### src/rtl/gemm_pkg.sv
// Shared GEMM sequencing definitions: ctrl state codes (also decoded by
// systolic_array_controller) and a window-length helper.
package gemm_pkg;

  localparam int CTRL_WIDTH = 4;

  localparam logic [CTRL_WIDTH-1:0] IDLE   = 4'd0;
  localparam logic [CTRL_WIDTH-1:0] STEADY = 4'd1;
  localparam logic [CTRL_WIDTH-1:0] FLUSH  = 4'd2;
  localparam logic [CTRL_WIDTH-1:0] DRAIN  = 4'd3;

  typedef enum logic [CTRL_WIDTH-1:0] {
    ST_IDLE   = IDLE,
    ST_STEADY = STEADY,
    ST_FLUSH  = FLUSH,
    ST_DRAIN  = DRAIN
  } seq_state_e;

  function automatic int unsigned max_len(input int unsigned a, input int unsigned b);
    return (a > b) ? a : b;
  endfunction

endpackage

### src/rtl/seq_down_counter.sv
// Loadable down-counter with enable and zero flag; holds at zero.
module seq_down_counter #(
  parameter int WIDTH = 8
) (
  input  logic             clk,
  input  logic             rst_n,
  input  logic             load,
  input  logic             en,
  input  logic [WIDTH-1:0] load_val,
  output logic [WIDTH-1:0] count,
  output logic             zero
);

  logic [WIDTH-1:0] cnt_q, cnt_d;

  always_comb begin
    cnt_d = cnt_q;
    if (load) begin
      cnt_d = load_val;
    end else if (en && (cnt_q != '0)) begin
      cnt_d = cnt_q - 1'b1;
    end
  end

  always_ff @(posedge clk or negedge rst_n) begin
    if (!rst_n) begin
      cnt_q <= '0;
    end else begin
      cnt_q <= cnt_d;
    end
  end

  assign count = cnt_q;
  assign zero  = (cnt_q == '0);

endmodule

### src/rtl/gemm_tile_sequencer.sv
// Per-tile IDLE->STEADY->FLUSH->DRAIN sequencer ahead of systolic_array_controller.
// Optional cycle counter on o_perf_cycles when GEMM_SEQ_PERF_CNT_EN is defined.
module gemm_tile_sequencer
  import gemm_pkg::*;
#(
  parameter int NUM_ROW              = 8,
  parameter int NUM_COL              = 8,
  parameter int LOG2_SRAM_BANK_DEPTH = 10,
  parameter int FLUSH_CYCLES         = NUM_ROW + NUM_COL,
  parameter int DRAIN_TIMEOUT        = 4 * NUM_ROW
) (
  input  logic                            clk,
  input  logic                            rst_n,
  input  logic                            i_start,
  input  logic [LOG2_SRAM_BANK_DEPTH-1:0] i_top_start_addr,
  input  logic [LOG2_SRAM_BANK_DEPTH-1:0] i_top_end_addr,
  input  logic [LOG2_SRAM_BANK_DEPTH-1:0] i_left_start_addr,
  input  logic [LOG2_SRAM_BANK_DEPTH-1:0] i_left_end_addr,
  input  logic [NUM_COL-1:0]              i_valid_down,
  output logic [CTRL_WIDTH-1:0]           o_ctrl_state,
  output logic [LOG2_SRAM_BANK_DEPTH-1:0] o_top_rd_start_addr,
  output logic [LOG2_SRAM_BANK_DEPTH-1:0] o_top_rd_end_addr,
  output logic [LOG2_SRAM_BANK_DEPTH-1:0] o_left_rd_start_addr,
  output logic [LOG2_SRAM_BANK_DEPTH-1:0] o_left_rd_end_addr,
  output logic                            o_busy,
  output logic                            o_done,
  output logic                            o_err,
  output logic [31:0]                     o_perf_cycles
);

  localparam int AW      = LOG2_SRAM_BANK_DEPTH;
  localparam int LEN_W   = LOG2_SRAM_BANK_DEPTH + 1;
  localparam int FLUSH_W = $clog2(FLUSH_CYCLES + 1);
  localparam int BEAT_W  = $clog2(NUM_ROW + 1);
  localparam int TMO_W   = $clog2(DRAIN_TIMEOUT + 1);

  seq_state_e        state_q, state_d;
  logic [AW-1:0]     top_start_q, top_start_d, top_end_q, top_end_d;
  logic [AW-1:0]     left_start_q, left_start_d, left_end_q, left_end_d;
  logic [BEAT_W-1:0] beat_q, beat_d;
  logic [TMO_W-1:0]  tmo_q, tmo_d;
  logic              done_q, done_d, err_q, err_d;

  logic [LEN_W-1:0]   top_len, left_len, steady_load_val, steady_cnt;
  logic [FLUSH_W-1:0] unused_flush_cnt;
  logic               steady_load, steady_en, flush_load, flush_en, flush_zero;
  logic               unused_steady_zero, bad_window, start_accept, valid_beat;
  logic               unused_valid;

  assign top_len         = {1'b0, i_top_end_addr} - {1'b0, i_top_start_addr};
  assign left_len        = {1'b0, i_left_end_addr} - {1'b0, i_left_start_addr};
  assign bad_window      = (i_top_end_addr <= i_top_start_addr) ||
                           (i_left_end_addr <= i_left_start_addr);
  assign steady_load_val = LEN_W'(max_len(32'(top_len), 32'(left_len)));
  assign start_accept    = (state_q == ST_IDLE) && i_start && !bad_window;
  assign valid_beat      = i_valid_down[NUM_COL-1];
  // Only the last column's valid marks a completed output row.
  assign unused_valid    = ^i_valid_down[NUM_COL-2:0];

  seq_down_counter #(.WIDTH(LEN_W)) u_steady_cnt (
    .clk      (clk),
    .rst_n    (rst_n),
    .load     (steady_load),
    .en       (steady_en),
    .load_val (steady_load_val),
    .count    (steady_cnt),
    .zero     (unused_steady_zero)
  );

  seq_down_counter #(.WIDTH(FLUSH_W)) u_flush_cnt (
    .clk      (clk),
    .rst_n    (rst_n),
    .load     (flush_load),
    .en       (flush_en),
    .load_val (FLUSH_W'(FLUSH_CYCLES - 1)),
    .count    (unused_flush_cnt),
    .zero     (flush_zero)
  );

  always_comb begin
    state_d      = state_q;
    top_start_d  = top_start_q;
    top_end_d    = top_end_q;
    left_start_d = left_start_q;
    left_end_d   = left_end_q;
    beat_d       = beat_q;
    tmo_d        = tmo_q;
    done_d       = 1'b0;
    err_d        = 1'b0;
    steady_load  = 1'b0;
    steady_en    = 1'b0;
    flush_load   = 1'b0;
    flush_en     = 1'b0;
    case (state_q)
      ST_IDLE: begin
        if (i_start && bad_window) begin
          err_d = 1'b1;
        end else if (start_accept) begin
          top_start_d  = i_top_start_addr;
          top_end_d    = i_top_end_addr;
          left_start_d = i_left_start_addr;
          left_end_d   = i_left_end_addr;
          steady_load  = 1'b1;
          state_d      = ST_STEADY;
        end
      end
      ST_STEADY: begin
        steady_en = 1'b1;
        if (steady_cnt == LEN_W'(1)) begin
          flush_load = 1'b1;
          state_d    = ST_FLUSH;
        end
      end
      ST_FLUSH: begin
        flush_en = 1'b1;
        if (flush_zero) begin
          beat_d  = '0;
          tmo_d   = '0;
          state_d = ST_DRAIN;
        end
      end
      ST_DRAIN: begin
        tmo_d = tmo_q + 1'b1;
        if (valid_beat && (beat_q != BEAT_W'(NUM_ROW))) begin
          beat_d = beat_q + 1'b1;
        end
        // Completion waits one cycle after the last beat so the controller can drop its write enable.
        if (beat_q == BEAT_W'(NUM_ROW)) begin
          done_d  = 1'b1;
          state_d = ST_IDLE;
        end else if (tmo_q == TMO_W'(DRAIN_TIMEOUT - 1)) begin
          err_d   = 1'b1;
          state_d = ST_IDLE;
        end
      end
      default: state_d = ST_IDLE;
    endcase
  end

  always_ff @(posedge clk or negedge rst_n) begin
    if (!rst_n) begin
      state_q      <= ST_IDLE;
      top_start_q  <= '0;
      top_end_q    <= '0;
      left_start_q <= '0;
      left_end_q   <= '0;
      beat_q       <= '0;
      tmo_q        <= '0;
      done_q       <= 1'b0;
      err_q        <= 1'b0;
    end else begin
      state_q      <= state_d;
      top_start_q  <= top_start_d;
      top_end_q    <= top_end_d;
      left_start_q <= left_start_d;
      left_end_q   <= left_end_d;
      beat_q       <= beat_d;
      tmo_q        <= tmo_d;
      done_q       <= done_d;
      err_q        <= err_d;
    end
  end

`ifdef GEMM_SEQ_PERF_CNT_EN
  logic [31:0] perf_q, perf_d;

  // The accepting cycle counts as the tile's first cycle.
  always_comb begin
    perf_d = perf_q;
    if (start_accept) begin
      perf_d = 32'd1;
    end else if ((state_q != ST_IDLE) && (perf_q != '1)) begin
      perf_d = perf_q + 32'd1;
    end
  end

  always_ff @(posedge clk or negedge rst_n) begin
    if (!rst_n) begin
      perf_q <= '0;
    end else begin
      perf_q <= perf_d;
    end
  end

  assign o_perf_cycles = perf_q;
`else
  assign o_perf_cycles = '0;
`endif

  assign o_ctrl_state         = state_q;
  assign o_busy               = (state_q != ST_IDLE);
  assign o_done               = done_q;
  assign o_err                = err_q;
  assign o_top_rd_start_addr  = top_start_q;
  assign o_top_rd_end_addr    = top_end_q;
  assign o_left_rd_start_addr = left_start_q;
  assign o_left_rd_end_addr   = left_end_q;

endmodule

### config.mk
export PLATFORM = sky130hd
export DESIGN_NAME = gemm_tile_sequencer
export DESIGN_NICKNAME = d
export VERILOG_FILES = /design/src/rtl/gemm_pkg.sv /design/src/rtl/seq_down_counter.sv /design/src/rtl/gemm_tile_sequencer.sv
export SDC_FILE = /design/constraint.sdc
export NUM_CORES = 1
export LEC_CHECK = 0
export BUFFER_PORTS_ARGS = -buffer_cell sky130_fd_sc_hd__buf_2
export CORE_MARGIN = 5
export CORE_UTILIZATION = 58
export DETAILED_ROUTE_END_ITERATION = 16
export PLACE_DENSITY = 0.87
export SETUP_SLACK_MARGIN = 0.2
export SYNTH_ARGS = -nofsm -noshare
export SYNTH_HDL_FRONTEND = slang
export SYNTH_HIERARCHICAL = 1
export SYNTH_SLANG_ARGS = --single-unit
### constraint.sdc
create_clock -name clk -period 4.55 [get_ports clk]
set_clock_uncertainty 0.05 [all_clocks]
set_input_delay 0.2275 -clock clk [delete_from_list [all_inputs] [get_ports clk]]
set_output_delay 0.2275 -clock clk [all_outputs]
set_load 0.05 [all_outputs]
# == Word-level counts from Yosys, hierarchy flattened ==
# Index checks and enable logic that the tools add are counted.
# classes
reduce_logical,20
n_mux,30
eq_ne,13
bitwise_logic,1
add_sub_neg,6
order_cmp,3
# ops
operator,n
$mux 11,3
$mux 4,8
$sub 10x10->11,2
$le 10x10->1,2
$pmux 4 s4,1
$mux 1,12
$pmux 6 s2,1
$eq 11x1->1 const B,1
$gt 11x11->1,1
$reduce_bool 11->1,1
$sub 11x1->11 const B,1
$mux 5,2
$ne 2x2->1 const B,5
$eq 4x2->1 const B,2
$pmux 4 s2,1
$add 6x1->6 const B,1
$eq 6x5->1 const B,1
$logic_and 1x1->1,6
$mux 6,1
$reduce_and 3->1,2
$reduce_bool 2->1,3
$logic_not 5->1,1
$reduce_and 5->1,1
$reduce_bool 5->1,1
13 further kinds,13
# totals
inputBits,51
out_inout_bits,79
word_cells,84
regBits,72

# == Longest topological paths before layout ==
# Gate-level depths: netlist of run 1.
# logic_depth
depth_word,8
ltp_mapped,21
depth_no_buf,20

# == By module ==
# The synthesis of run 1 kept the hierarchy.
# by_module_without_submodules
module,area_per_inst_um2,instances,seq_area_each_um2,cells_each
gemm_tile_sequencer,3991.3,1,1351.3,421
seq_down_counter (u_steady_cnt),706.9,1,275.3,75
seq_down_counter (u_flush_cnt),304.0,1,125.1,32

# == Worst setup path before layout of run 1 ==
# No wires, ideal clock.
# synth_path
kind,in2reg
from,in i_top_end_addr[0]
to,reg u_steady_cnt.cnt_q[1] (netlist: u_steady_cnt/count[1])
required_ps,4379
setup_ps,121
path_buffers,1
cell_stages,19
arrival_ps,3277
path_slack_ps,1102
cell_sequence,inv_1 -> ha_1 -> inv_1 -> fa_1 -> a21o_1 -> a21oi_1 -> o21ai_0 -> nand2_1 -> xnor2_1 -> inv_1 -> ha_1 -> a21o_1 -> a21o_1 -> a21oi_1 -> a21oi_1 -> a21boi_0 -> buf_2 -> mux2_2 -> a22o_1
# synth_via
elab_cells_between_ends,13
classes_between,add/sub: 1; order compare: 2; mux: 5; reduce/logical: 5
# synth_rtl
element,line_no,rtl
start: declaration,gemm_tile_sequencer.sv:16,"input logic [LOG2_SRAM_BANK_DEPTH-1:0] i_top_end_addr,"
$sub 10x10->11 *,gemm_tile_sequencer.sv:50,"assign top_len = {1'b0, i_top_end_addr} - {1'b0, i_top_start_addr};"
$gt 11x11->1,gemm_pkg.sv:20,return (a > b) ? a : b;
$mux 11 *,gemm_pkg.sv:20,
net steady_load_val[1],gemm_tile_sequencer.sv:44,"logic [LEN_W-1:0] top_len, left_len, steady_load_val, steady_cnt;"
$mux 11 *,seq_down_counter.sv:18,if (load) begin
end signal: assignment,seq_down_counter.sv:29,cnt_q <= cnt_d;
end: declaration,seq_down_counter.sv:14,"logic [WIDTH-1:0] cnt_q, cnt_d;"
# The timed path passes the listed nets; every way through them passes the cells marked *.
# A chain may end at the register's enable or synchronous reset.

# == Final worst setup path of run 1 ==
# layout_path
from,in i_left_end_addr[0]
to,reg u_steady_cnt.cnt_q[5] (netlist: u_steady_cnt/count[5])
# layout_via
elab_cells_between_ends,13
classes_between,add/sub: 1; order compare: 2; mux: 5; reduce/logical: 5
# layout_rtl
element,line_no,rtl
start: declaration,gemm_tile_sequencer.sv:18,"input logic [LOG2_SRAM_BANK_DEPTH-1:0] i_left_end_addr,"
$sub 10x10->11 *,gemm_tile_sequencer.sv:51,"assign left_len = {1'b0, i_left_end_addr} - {1'b0, i_left_start_addr};"
$gt 11x11->1,gemm_pkg.sv:20,
$mux 11 *,gemm_pkg.sv:20,
net steady_load_val[5],gemm_tile_sequencer.sv:44,
$mux 11 *,seq_down_counter.sv:18,
# Marked as above.

==> summary.txt, run 1 <==
Post-synth EDFFs: 0
Outcome: complete, no violations
RSZ-0062 raised after global routing: false
TritonCTS clock tree: built
Overall power: 1.70 mW
Die area: 10,600 µm²
Worst-Skew Late Latency: 0.35 ns
Clock power share: 38.1%
Overall global routing resource usage: 23.8%
First DRT Iteration DRCs: 254
FF-to-FF path depth: 9
PwrDens: 300 nW/µm²
Antenna Nets Post-Route: 0
Slowest cell on the critical path: fa_1
Static leakage: 3.00 nW
M3 GR Usage: 4.19%
Net Sw Power: 0.540 mW
Routed WL: 12,100 µm
Internal power: 1.16 mW
Worst-path clk slew: 0.08 ns
Worst Path Arrival: 3.88 ns
I/O pin count: 130
Initial DRT Pass Iterations: 5
Setup TNS: 0 ns
Max Slew Vio Count: 0
Gr ovfl total: 0
GR Util met2: 39.1%
Gpl congestion: 1.01
Synth Cell Area: 5000 µm²
ANT cells: 0
CP startpoint kind: input pin
Vias: 4,240
Maximum clock rate: 270 MHz
PortBufs: 88
Critical-path maximum fanout: 10
CTS Buf Count: 9
Yosys cell types: 62
Clock buffer depth: 2
Final setup viols: 0
Seq/Total Area, Yosys: 35.0%
Cell Rows: 33
Endpoint type of the worst setup path: flip-flop
Worst VDD drop: 0.185 mV
Synth-to-Final Area Change: 13.5%
Reg power frac: 36.5%
Drt via density: 5.79
Fillcell total: 620
Class of the worst hold path: input pin to asynchronous set/reset pin
Critical path's largest stage delay: 0.39 ns
Post-DP HPWL: 8910 µm
Post-synth top flop: dfrtp_1
Post-CTS Setup Bufs: 0
H-tree Lvls: 3
Yosys warning count: 6
Final nets: 715
Avg Cell Area, Syn: 9.47 µm²
Worst Max-Slew Pin Slew: 0.896 ns
Maximum number of pins on one net before global-route repair: 71
Gr busiest metal: met2
Routed length per instance: 16.6 µm
WS Path Type: input pin to flip-flop
FF+latch count, synth: 70
Die width: 103 µm
DRC violation count after routing: 0
Most common cell after layout, fill and taps aside: buf_2
Worst EP required: 4.73 ns
Share of post-route cells with drive strength above 1: 23.1%
Final hold viol count: 0
Hold_buf cts: 0
CTS Root Cell: clkbuf_8
Combinational power share: 25.4%
Initial antenna violation count: 0
Commonest cells after routing, fill and taps aside: buf_2 (88), dfrtp_1 (70), o21ai_0 (65)
Fin crit share: 81.4%
Fin crit period: 3.70 ns
Rel. slew slack: 40.3%
Initial Util: 60.3%
Number of global-route vias before repair: 4,224
Routing usage on met1: 32.8%
Syn Inst Count: 528
Sink Count: 70
Post_cts resized: 0
Number of max-cap violations: 0
Switching part of the total power: 31.7%
First-pass GRT wire length: 19,900 µm
Die height: 103 µm
Cells along the critical path: buf_2 -> inv_1 -> ha_1 -> inv_1 -> fa_1 -> a21o_1 -> a21oi_1 -> o21ai_0 -> nand3_1 -> xor2_1 -> ha_1 -> a21o_1 -> a21o_1 -> a21oi_1 -> a21oi_1 -> a21boi_0 -> buf_4 -> mux2i_1 -> nand2_1 -> o21ai_0 -> a211o_1
Async set or reset register ratio after synthesis: 100%
Core footprint: 8300 µm²
flip-flops by register name, summed over array words and instances, names as in the netlist:
| register | cells |
|---|---|
| o_top_rd_start_addr | 10 |
| beat_q | 4 |
| u_steady_cnt/count | 11 |
| o_top_rd_end_addr | 10 |
| u_flush_cnt/count | 5 |
| o_ctrl_state | 2 |
| tmo_q | 6 |
| o_done | 1 |
| o_err | 1 |
| o_left_rd_start_addr | 10 |
| o_left_rd_end_addr | 10 |
per-stage QoR:
step	hold slack (ns)	setup slack, ns	instance area (µm²)	instances	util, %
finish	0.0417	0.846	5680	732	68.4
global route	0.0556	0.629	5680	732	68.4
global placement	0.423	0.743	5420	716	65.3
floorplan	-0.118	1.10	5140	565	-
CTS	0.0527	0.933	5680	732	68.4
detailed placement	0.436	0.585	5420	716	65.3
cells by family after synthesis:
group           count (synthesis)  share of synthesized area (%)
fa+ha+maj                      42                           10.8
simple gates                  106                           11.9
flops                          70                           35.0
xor+xnor                       23                           4.03
mux                            37                           9.45
buf+inv                       106                           11.0
compound gates                142                           17.6
other cells                     2                          0.150
power groups by stage:
stage          sequential (mW)  clock, mW  combinational [mW]
6_report                 0.622      0.650               0.432
3_5_place_dp             0.634          0               0.415
4_1_cts                  0.622      0.657               0.421
2_1_floorplan            0.634          0               0.336
3_3_place_gp             0.634          0               0.399
5_1_grt                  0.622      0.687               0.472
final cells by class:
type                    count  area [µm²]  area share, %
repair buffers             93         478           8.42
clock buffers              10         138           2.42
inverters                  59         221           3.90
clock inverters             6         116           2.05
well taps                 105         131           2.31
flip-flops and latches     70        1750           30.9
multi-input cells         389        2840           50.0
critical path: cells and delay by family:
kind,cells,cell delay [ns]
AO/OA/AOI/OAI,10,1.71
AND/OR/NAND/NOR,2,0.21
XOR/XNOR,1,0.27
adder cells (fa/ha/maj),3,0.87
multiplexers,1,0.13
buffers and inverters,4,0.46
worst paths after layout:
kind	slack (ns)	end	from
worst max-delay path	0.85	u_steady_cnt/count[5]	i_left_end_addr[0]
worst min-delay path	0.04	o_top_rd_start_addr[6]	rst_n
worst max register to register	1.77	o_ctrl_state[1]	u_flush_cnt/count[0]
worst min register to register	0.46	o_top_rd_end_addr[8]	o_top_rd_end_addr[8]
max in group asynchronous	3.83	u_flush_cnt/count[1]	rst_n
min in group clk	0.08	o_top_rd_end_addr[5]	i_top_end_addr[5]
cell usage after synthesis, types with 8 or more instances:
cell	instances	area, µm²
ha_1	40	500
inv_1	59	221
nor3_1	10	50.1
nand4_1	8	50.1
nor2_1	15	56.3
o21ai_0	65	325
mux2i_1	12	120
clkbuf_1	9	33.8
xor2_1	9	78.8
buf_4	34	255
a21o_1	8	60.1
nand3_1	9	45.0
dfrtp_1	70	1750
a21oi_1	27	135
mux2_4	19	285
xnor2_1	14	123
nand2_1	28	105
layer usage:
metal	part of all wire [%]	vias to the layer above	wire length (µm)
met3	7.9	28	958
met2	47	197	5720
met5	0	-	0
li1	-	1988	-
met4	1.7	0	207
met1	43	2027	5250
No activity file was read; power rests on OpenSTA's default activity.
==> inputs of run 2 (changes only) <==
--- a/config.mk
+++ b/config.mk
@@ -5,11 +5,12 @@
 export SDC_FILE = /design/constraint.sdc
 export NUM_CORES = 1
 export LEC_CHECK = 0
+export ABC_AREA = 1
 export BUFFER_PORTS_ARGS = -buffer_cell sky130_fd_sc_hd__buf_2
 export CORE_MARGIN = 5
-export CORE_UTILIZATION = 58
+export CORE_UTILIZATION = 49
 export DETAILED_ROUTE_END_ITERATION = 16
-export PLACE_DENSITY = 0.87
+export PLACE_DENSITY = 0.78
 export SETUP_SLACK_MARGIN = 0.2
 export SYNTH_ARGS = -nofsm -noshare
 export SYNTH_HDL_FRONTEND = slang
==> constraint.sdc (replaced) <==
create_clock -name clk -period 3 [get_ports clk]
set_clock_uncertainty 0.05 [all_clocks]
set_input_delay 0.15 -clock clk [delete_from_list [all_inputs] [get_ports clk]]
set_output_delay 0.15 -clock clk [all_outputs]
set_load 0.05 [all_outputs]
==> run 2 against run 1 <==
- final cell count increased by 34%
- register-to-register slack lost 1.1 ns
- sequential share of layout area decreased by 2.4 points
- count of clock-buffer cells in the layout is 1 higher
- combinational power rose to 8.0 times the previous value
- sequential power grew to 2.7 times the previous value
- non-clock buffer count rose by 26
- worst setup slack lost 0.52 ns
- power grew to 3.5 times the previous value
- first-iteration DRC count fell by 9.1%
==> summary.txt, run 2 <==
Worst EP required: 3.23 ns
Die area: 12,700 µm²
Routing usage on met1: 24.6%
Final nets: 934
Rel. slew slack: 40.4%
Commonest cells after routing, fill and taps aside: nand2_1 (222), buf_2 (87), inv_1 (85)
I/O pin count: 130
Worst setup margin: 0.330 ns
Fin crit period: 2.67 ns
CTS Root Cell: clkbuf_8
Overall power: 5.88 mW
Routed length per instance: 12.4 µm
RSZ-0062 raised after global routing: false
Fillcell total: 960
Combinational power share: 58.5%
Maximum number of pins on one net before global-route repair: 71
Post-DP HPWL: 9090 µm
Routed WL: 12,200 µm
Avg Cell Area, Syn: 7.16 µm²
Yosys warning count: 6
Fin crit share: 89.0%
Number of max-cap violations: 0
Worst VDD drop: 0.684 mV
Synth Cell Area: 5160 µm²
Cell Rows: 37
Class of the worst hold path: input pin to flip-flop
Critical path's largest stage delay: 0.53 ns
Static leakage: 3.42 nW
Die height: 113 µm
Overall global routing resource usage: 18.8%
M3 GR Usage: 4.10%
Die width: 113 µm
Most common cell after layout, fill and taps aside: nand2_1
GR Util met2: 30.3%
CTS Buf Count: 9
Worst-Skew Late Latency: 0.36 ns
Outcome: complete, no violations
Gr ovfl total: 0
Initial DRT Pass Iterations: 5
CP startpoint kind: input pin
Core footprint: 10,300 µm²
Cell Area, Placed: 5650 µm²
Gr busiest metal: met2
Syn Inst Count: 721
Vias: 4,721
WS Path Type: input pin to flip-flop
Slowest cell on the critical path: dlygate4sd3_1
Net Sw Power: 3.16 mW
Switching part of the total power: 53.7%
First-pass GRT wire length: 19,800 µm
Share of post-route cells with drive strength above 1: 19.7%
First DRT Iteration DRCs: 231
TritonCTS clock tree: built
Worst-path clk slew: 0.07 ns
DRC violation count after routing: 0
Sink Count: 70
Setup TNS: 0 ns
Cells along the critical path: dlygate4sd3_1 -> buf_2 -> ha_4 -> inv_1 -> a21oi_2 -> nor2_1 -> nand2_1 -> inv_1 -> ha_1 -> nand2_1 -> nor2_2 -> nand3_1 -> nand3_2 -> nand2_4 -> buf_4 -> o21ai_1 -> nand2_1 -> o21ai_1 -> nand2_2 -> o21ai_2
Final hold viol count: 0
Initial antenna violation count: 0
Final setup viols: 0
Internal power: 2.72 mW
ANT cells: 0
Number of flip-flops under the largest register name: 11
Gpl congestion: 0.889
Antenna Nets Post-Route: 0
CP bufs+invs: 5
Worst Path Arrival: 2.90 ns
Max Slew Vio Count: 0
H-tree Lvls: 3
Drt via density: 4.81
Most used cell, CP: nand2_1
Maximum clock rate: 374 MHz
Initial Util: 50.0%
Synth-to-Final Area Change: 19.4%
Number of global-route vias before repair: 4,476
Reg power frac: 28.2%
Clock buffer depth: 2
PwrDens: 954 nW/µm²
Worst Max-Slew Pin Slew: 0.893 ns
PortBufs: 88
Finished Cell Area: 6160 µm²
Endpoint type of the worst setup path: flip-flop
Critical path's top delay family: buffers and inverters
Clock power share: 13.3%
Pre-CTS WS: -0.00246 ns
Critical-path maximum fanout: 4
## run 2: final timing paths
path	start	end	slack [ns]	cells after the start
hold reg to reg	o_left_rd_end_addr[3]	o_left_rd_end_addr[3]	0.43	2
max in group asynchronous	rst_n	o_top_rd_end_addr[0]	1.91	2
setup reg to reg	o_ctrl_state[1]	u_steady_cnt/count[3]	0.71	12
min in group asynchronous	rst_n	beat_q[2]	0.41	2
setup / recovery	i_top_end_addr[9]	u_steady_cnt/count[0]	0.33	20
hold / removal	i_top_end_addr[0]	o_top_rd_end_addr[0]	0.007	3
## run 2: routing by layer
layer	vias to the layer above	wire (µm)
met5	-	0
met4	0	286
met3	16	613
met2	107	5710
met1	2144	5610
li1	2454	-
## run 2: layout make-up
class | instances | area (µm²) | area share (%)
Clock buffer | 11 | 141 | 2.29
Timing Repair Buffer | 119 | 726 | 11.8
Inverter | 96 | 372 | 6.03
Sequential cell | 70 | 1750 | 28.4
Clock inverter | 5 | 58.8 | 0.954
Tap cell | 136 | 170 | 2.76
Multi-Input combinational cell | 545 | 2940 | 47.8
## run 2: per-stage QoR
step | util [%] | instances | hold slack, ns
final | 59.7 | 982 | 0.00652
after global routing | 59.7 | 982 | 0.0195
after CTS | 58.6 | 976 | 0.000243
after detailed placement | 54.7 | 940 | 0.286
after global placement | 54.7 | 940 | 0.286
after floorplan | - | 758 | -0.196
## run 2: worst reg2reg max path, delay by kind of cell, from the launching register on
kind / cells / cell delay (ns)
buffers and inverters: 6 / 1.00
AND/OR/NAND/NOR: 5 / 0.49
adder cells (fa/ha/maj): 1 / 0.19
flip-flops: 1 / 0.45
## run 2: power by group through the flow
stage                     combinational, mW  sequential (mW)  clock [mW]
final                                  3.44             1.66       0.782
after global routing                   3.78             1.72       0.832
after detailed placement               3.36             1.66           0
after global placement                 3.30             1.66           0
after floorplan                        1.69             2.64           0
after CTS                              3.38             1.65       0.796
## run 2: timing repair
action,CTS,global route
buffers inserted,0,6
endpoints found under the setup margin,0,11
hold buffers,20,0
endpoints found under the hold margin,89,0
resized for setup,0,19
==> inputs of run 3 (changes only) <==
--- a/config.mk
+++ b/config.mk
@@ -7,10 +7,12 @@
 export LEC_CHECK = 0
 export ABC_AREA = 1
 export BUFFER_PORTS_ARGS = -buffer_cell sky130_fd_sc_hd__buf_2
+export CELL_PAD_IN_SITES_DETAIL_PLACEMENT = 2
+export CELL_PAD_IN_SITES_GLOBAL_PLACEMENT = 2
 export CORE_MARGIN = 5
-export CORE_UTILIZATION = 49
+export CORE_UTILIZATION = 27
 export DETAILED_ROUTE_END_ITERATION = 16
-export PLACE_DENSITY = 0.78
+export PLACE_DENSITY = 0.79
 export SETUP_SLACK_MARGIN = 0.2
 export SYNTH_ARGS = -nofsm -noshare
 export SYNTH_HDL_FRONTEND = slang
==> run 3 against run 2 <==
- flip-flop and latch count is the same
- worst setup slack got worse by 0.10 ns
- sequential share of layout area decreased by 1.8 points
- non-clock buffer count up 11
- core utilization fell by 25 points
- routed wire length grew 48%
==> summary.txt, run 3 (synthesis gave the netlist of run 2 again) <==
Outcome: complete, no violations
Finished Cell Area: 6570 µm²
Worst setup margin: 0.229 ns
Critical-path maximum fanout: 13
Class of the worst hold path: input pin to flip-flop
Antenna Nets Post-Route: 0
Fin crit share: 92.4%
Clock buffer depth: 2
CP startpoint kind: input pin
Setup TNS: 0 ns
Overall global routing resource usage: 16.0%
Most common cell after layout, fill and taps aside: nand2_1
PwrDens: 1000 nW/µm²
Synth-to-Final Area Change: 27.3%
Core footprint: 18,800 µm²
Post-DP HPWL: 12,600 µm
Die width: 148 µm
CTS Root Cell: clkbuf_16
Worst EP required: 3.19 ns
Die area: 22,000 µm²
H-tree Lvls: 3
Worst-path clk slew: 0.06 ns
Number of global-route vias before repair: 5,808
First-pass GRT wire length: 28,800 µm
Initial DRT Pass Iterations: 4
PortBufs: 88
TritonCTS clock tree: built
Drt via density: 4.69
Worst Path Arrival: 2.96 ns
DRC violation count after routing: 0
Number of max-cap violations: 0
Maximum clock rate: 361 MHz
Endpoint type of the worst setup path: flip-flop
Initial antenna violation count: 0
Die height: 148 µm
Commonest cells after routing, fill and taps aside: nand2_1 (214), inv_1 (87), buf_2 (87)
Worst-Skew Late Latency: 0.35 ns
Vias: 5,121
Routed WL: 18,000 µm
Pre-CTS WS: -0.0963 ns
Final nets: 945
Fin crit period: 2.77 ns
First DRT Iteration DRCs: 96
Max Slew Vio Count: 0
Gr ovfl total: 0
Worst VDD drop: 0.531 mV
Final setup viols: 0
Fillcell total: 2,247
Rel. slew slack: 32.2%
Cell Area, Placed: 5890 µm²
I/O pin count: 130
Worst Max-Slew Pin Slew: 1.02 ns
Initial Util: 27.5%
WS Path Type: input pin to flip-flop
Gpl congestion: 0.802
Number of flip-flops under the largest register name: 11
Static leakage: 3.54 nW
CTS Buf Count: 9
Routed length per instance: 16.5 µm
Maximum number of pins on one net before global-route repair: 71
ANT cells: 0
Sink Count: 70
Final hold viol count: 0
RSZ-0062 raised after global routing: false
Share of post-route cells with drive strength above 1: 22.9%
Final Util: 35.0%
Cell Rows: 50
==> run 3: cell types whose count changed in the layout (fill, tap and decap cells not counted), sizes merged <==
cell,change
clkinv,+2
inv,+2
clkinvlp,-3
clkbuf,-2
dlygate4sd3,-1
bufinv,+1
buf,+12
==> run 3: final timing paths <==
path | from | endpoint | slack [ns] | depth (start not counted)
worst max-delay path | i_top_start_addr[3] | u_steady_cnt/count[7] | 0.23 | 19
worst min-delay path | i_left_end_addr[0] | o_left_rd_end_addr[0] | 0.02 | 3
worst max register to register | u_flush_cnt/count[0] | beat_q[3] | 0.68 | 12
worst min register to register | o_left_rd_end_addr[4] | o_left_rd_end_addr[4] | 0.43 | 2
max in group asynchronous | rst_n | u_steady_cnt/count[1] | 1.76 | 2
min in group asynchronous | rst_n | u_flush_cnt/count[0] | 0.43 | 2
==> run 3: metal layers <==
metal / GRT usage [%] / share of wire [%]
met1: 18.1 / 41
met5: 0 / 0
met4: 3.88 / 1.9
met2: 30.3 / 53
met3: 3.72 / 4.0
==> run 3: timing repair <==
item,CTS,global route
endpoints found under the setup margin,5,11
pin swaps,0,11
endpoints found under the hold margin,88,0
resized for setup,1,34
hold buffers,19,0
setup buffers,0,2
==> run 3: through the flow <==
step | std cells | power, mW | hold slack, ns
after floorplan | 758 | 4.34 | -0.196
after global placement | 1054 | 5.11 | 0.323
after detailed placement | 1054 | 5.24 | 0.332
after CTS | 1089 | 6.53 | 0.00251
after global routing | 1091 | 7.07 | 0.0154
final | 1091 | 6.58 | 0.0161
==> run 3: power by group <==
part | internal, mW | switching (mW)
Sequential | 1.36 | 0.311
Combinational | 1.02 | 2.67
Clock | 0.732 | 0.485
Total | 3.11 | 3.47
==> run 3: final cells by class <==
cell class	count	area (µm²)	share of cell area, %
clock inverter	7	96.3	1.47
timing repair buffer	130	806	12.3
sequential	70	1750	26.7
multi-input combinational	545	3040	46.2
inverter	96	365	5.56
tap	234	293	4.45
clock buffer	9	225	3.43
==> run 3: worst max-delay path, cell delays in order <==
cell and delay (ns):
buf_2 0.08, inv_1 0.05, ha_1 0.36, a21oi_1 0.27, o21ai_2 0.12, nand2_1 0.10
nand3_2 0.11, a21oi_2 0.23, ha_1 0.30, a21oi_1 0.19, o21a_1 0.16, nand3_2 0.11
nand2_4 0.12, inv_6 0.06, nand2_1 0.08, o21ai_0 0.11, or2_4 0.25, nand3_2 0.07
nand2_1 0.05
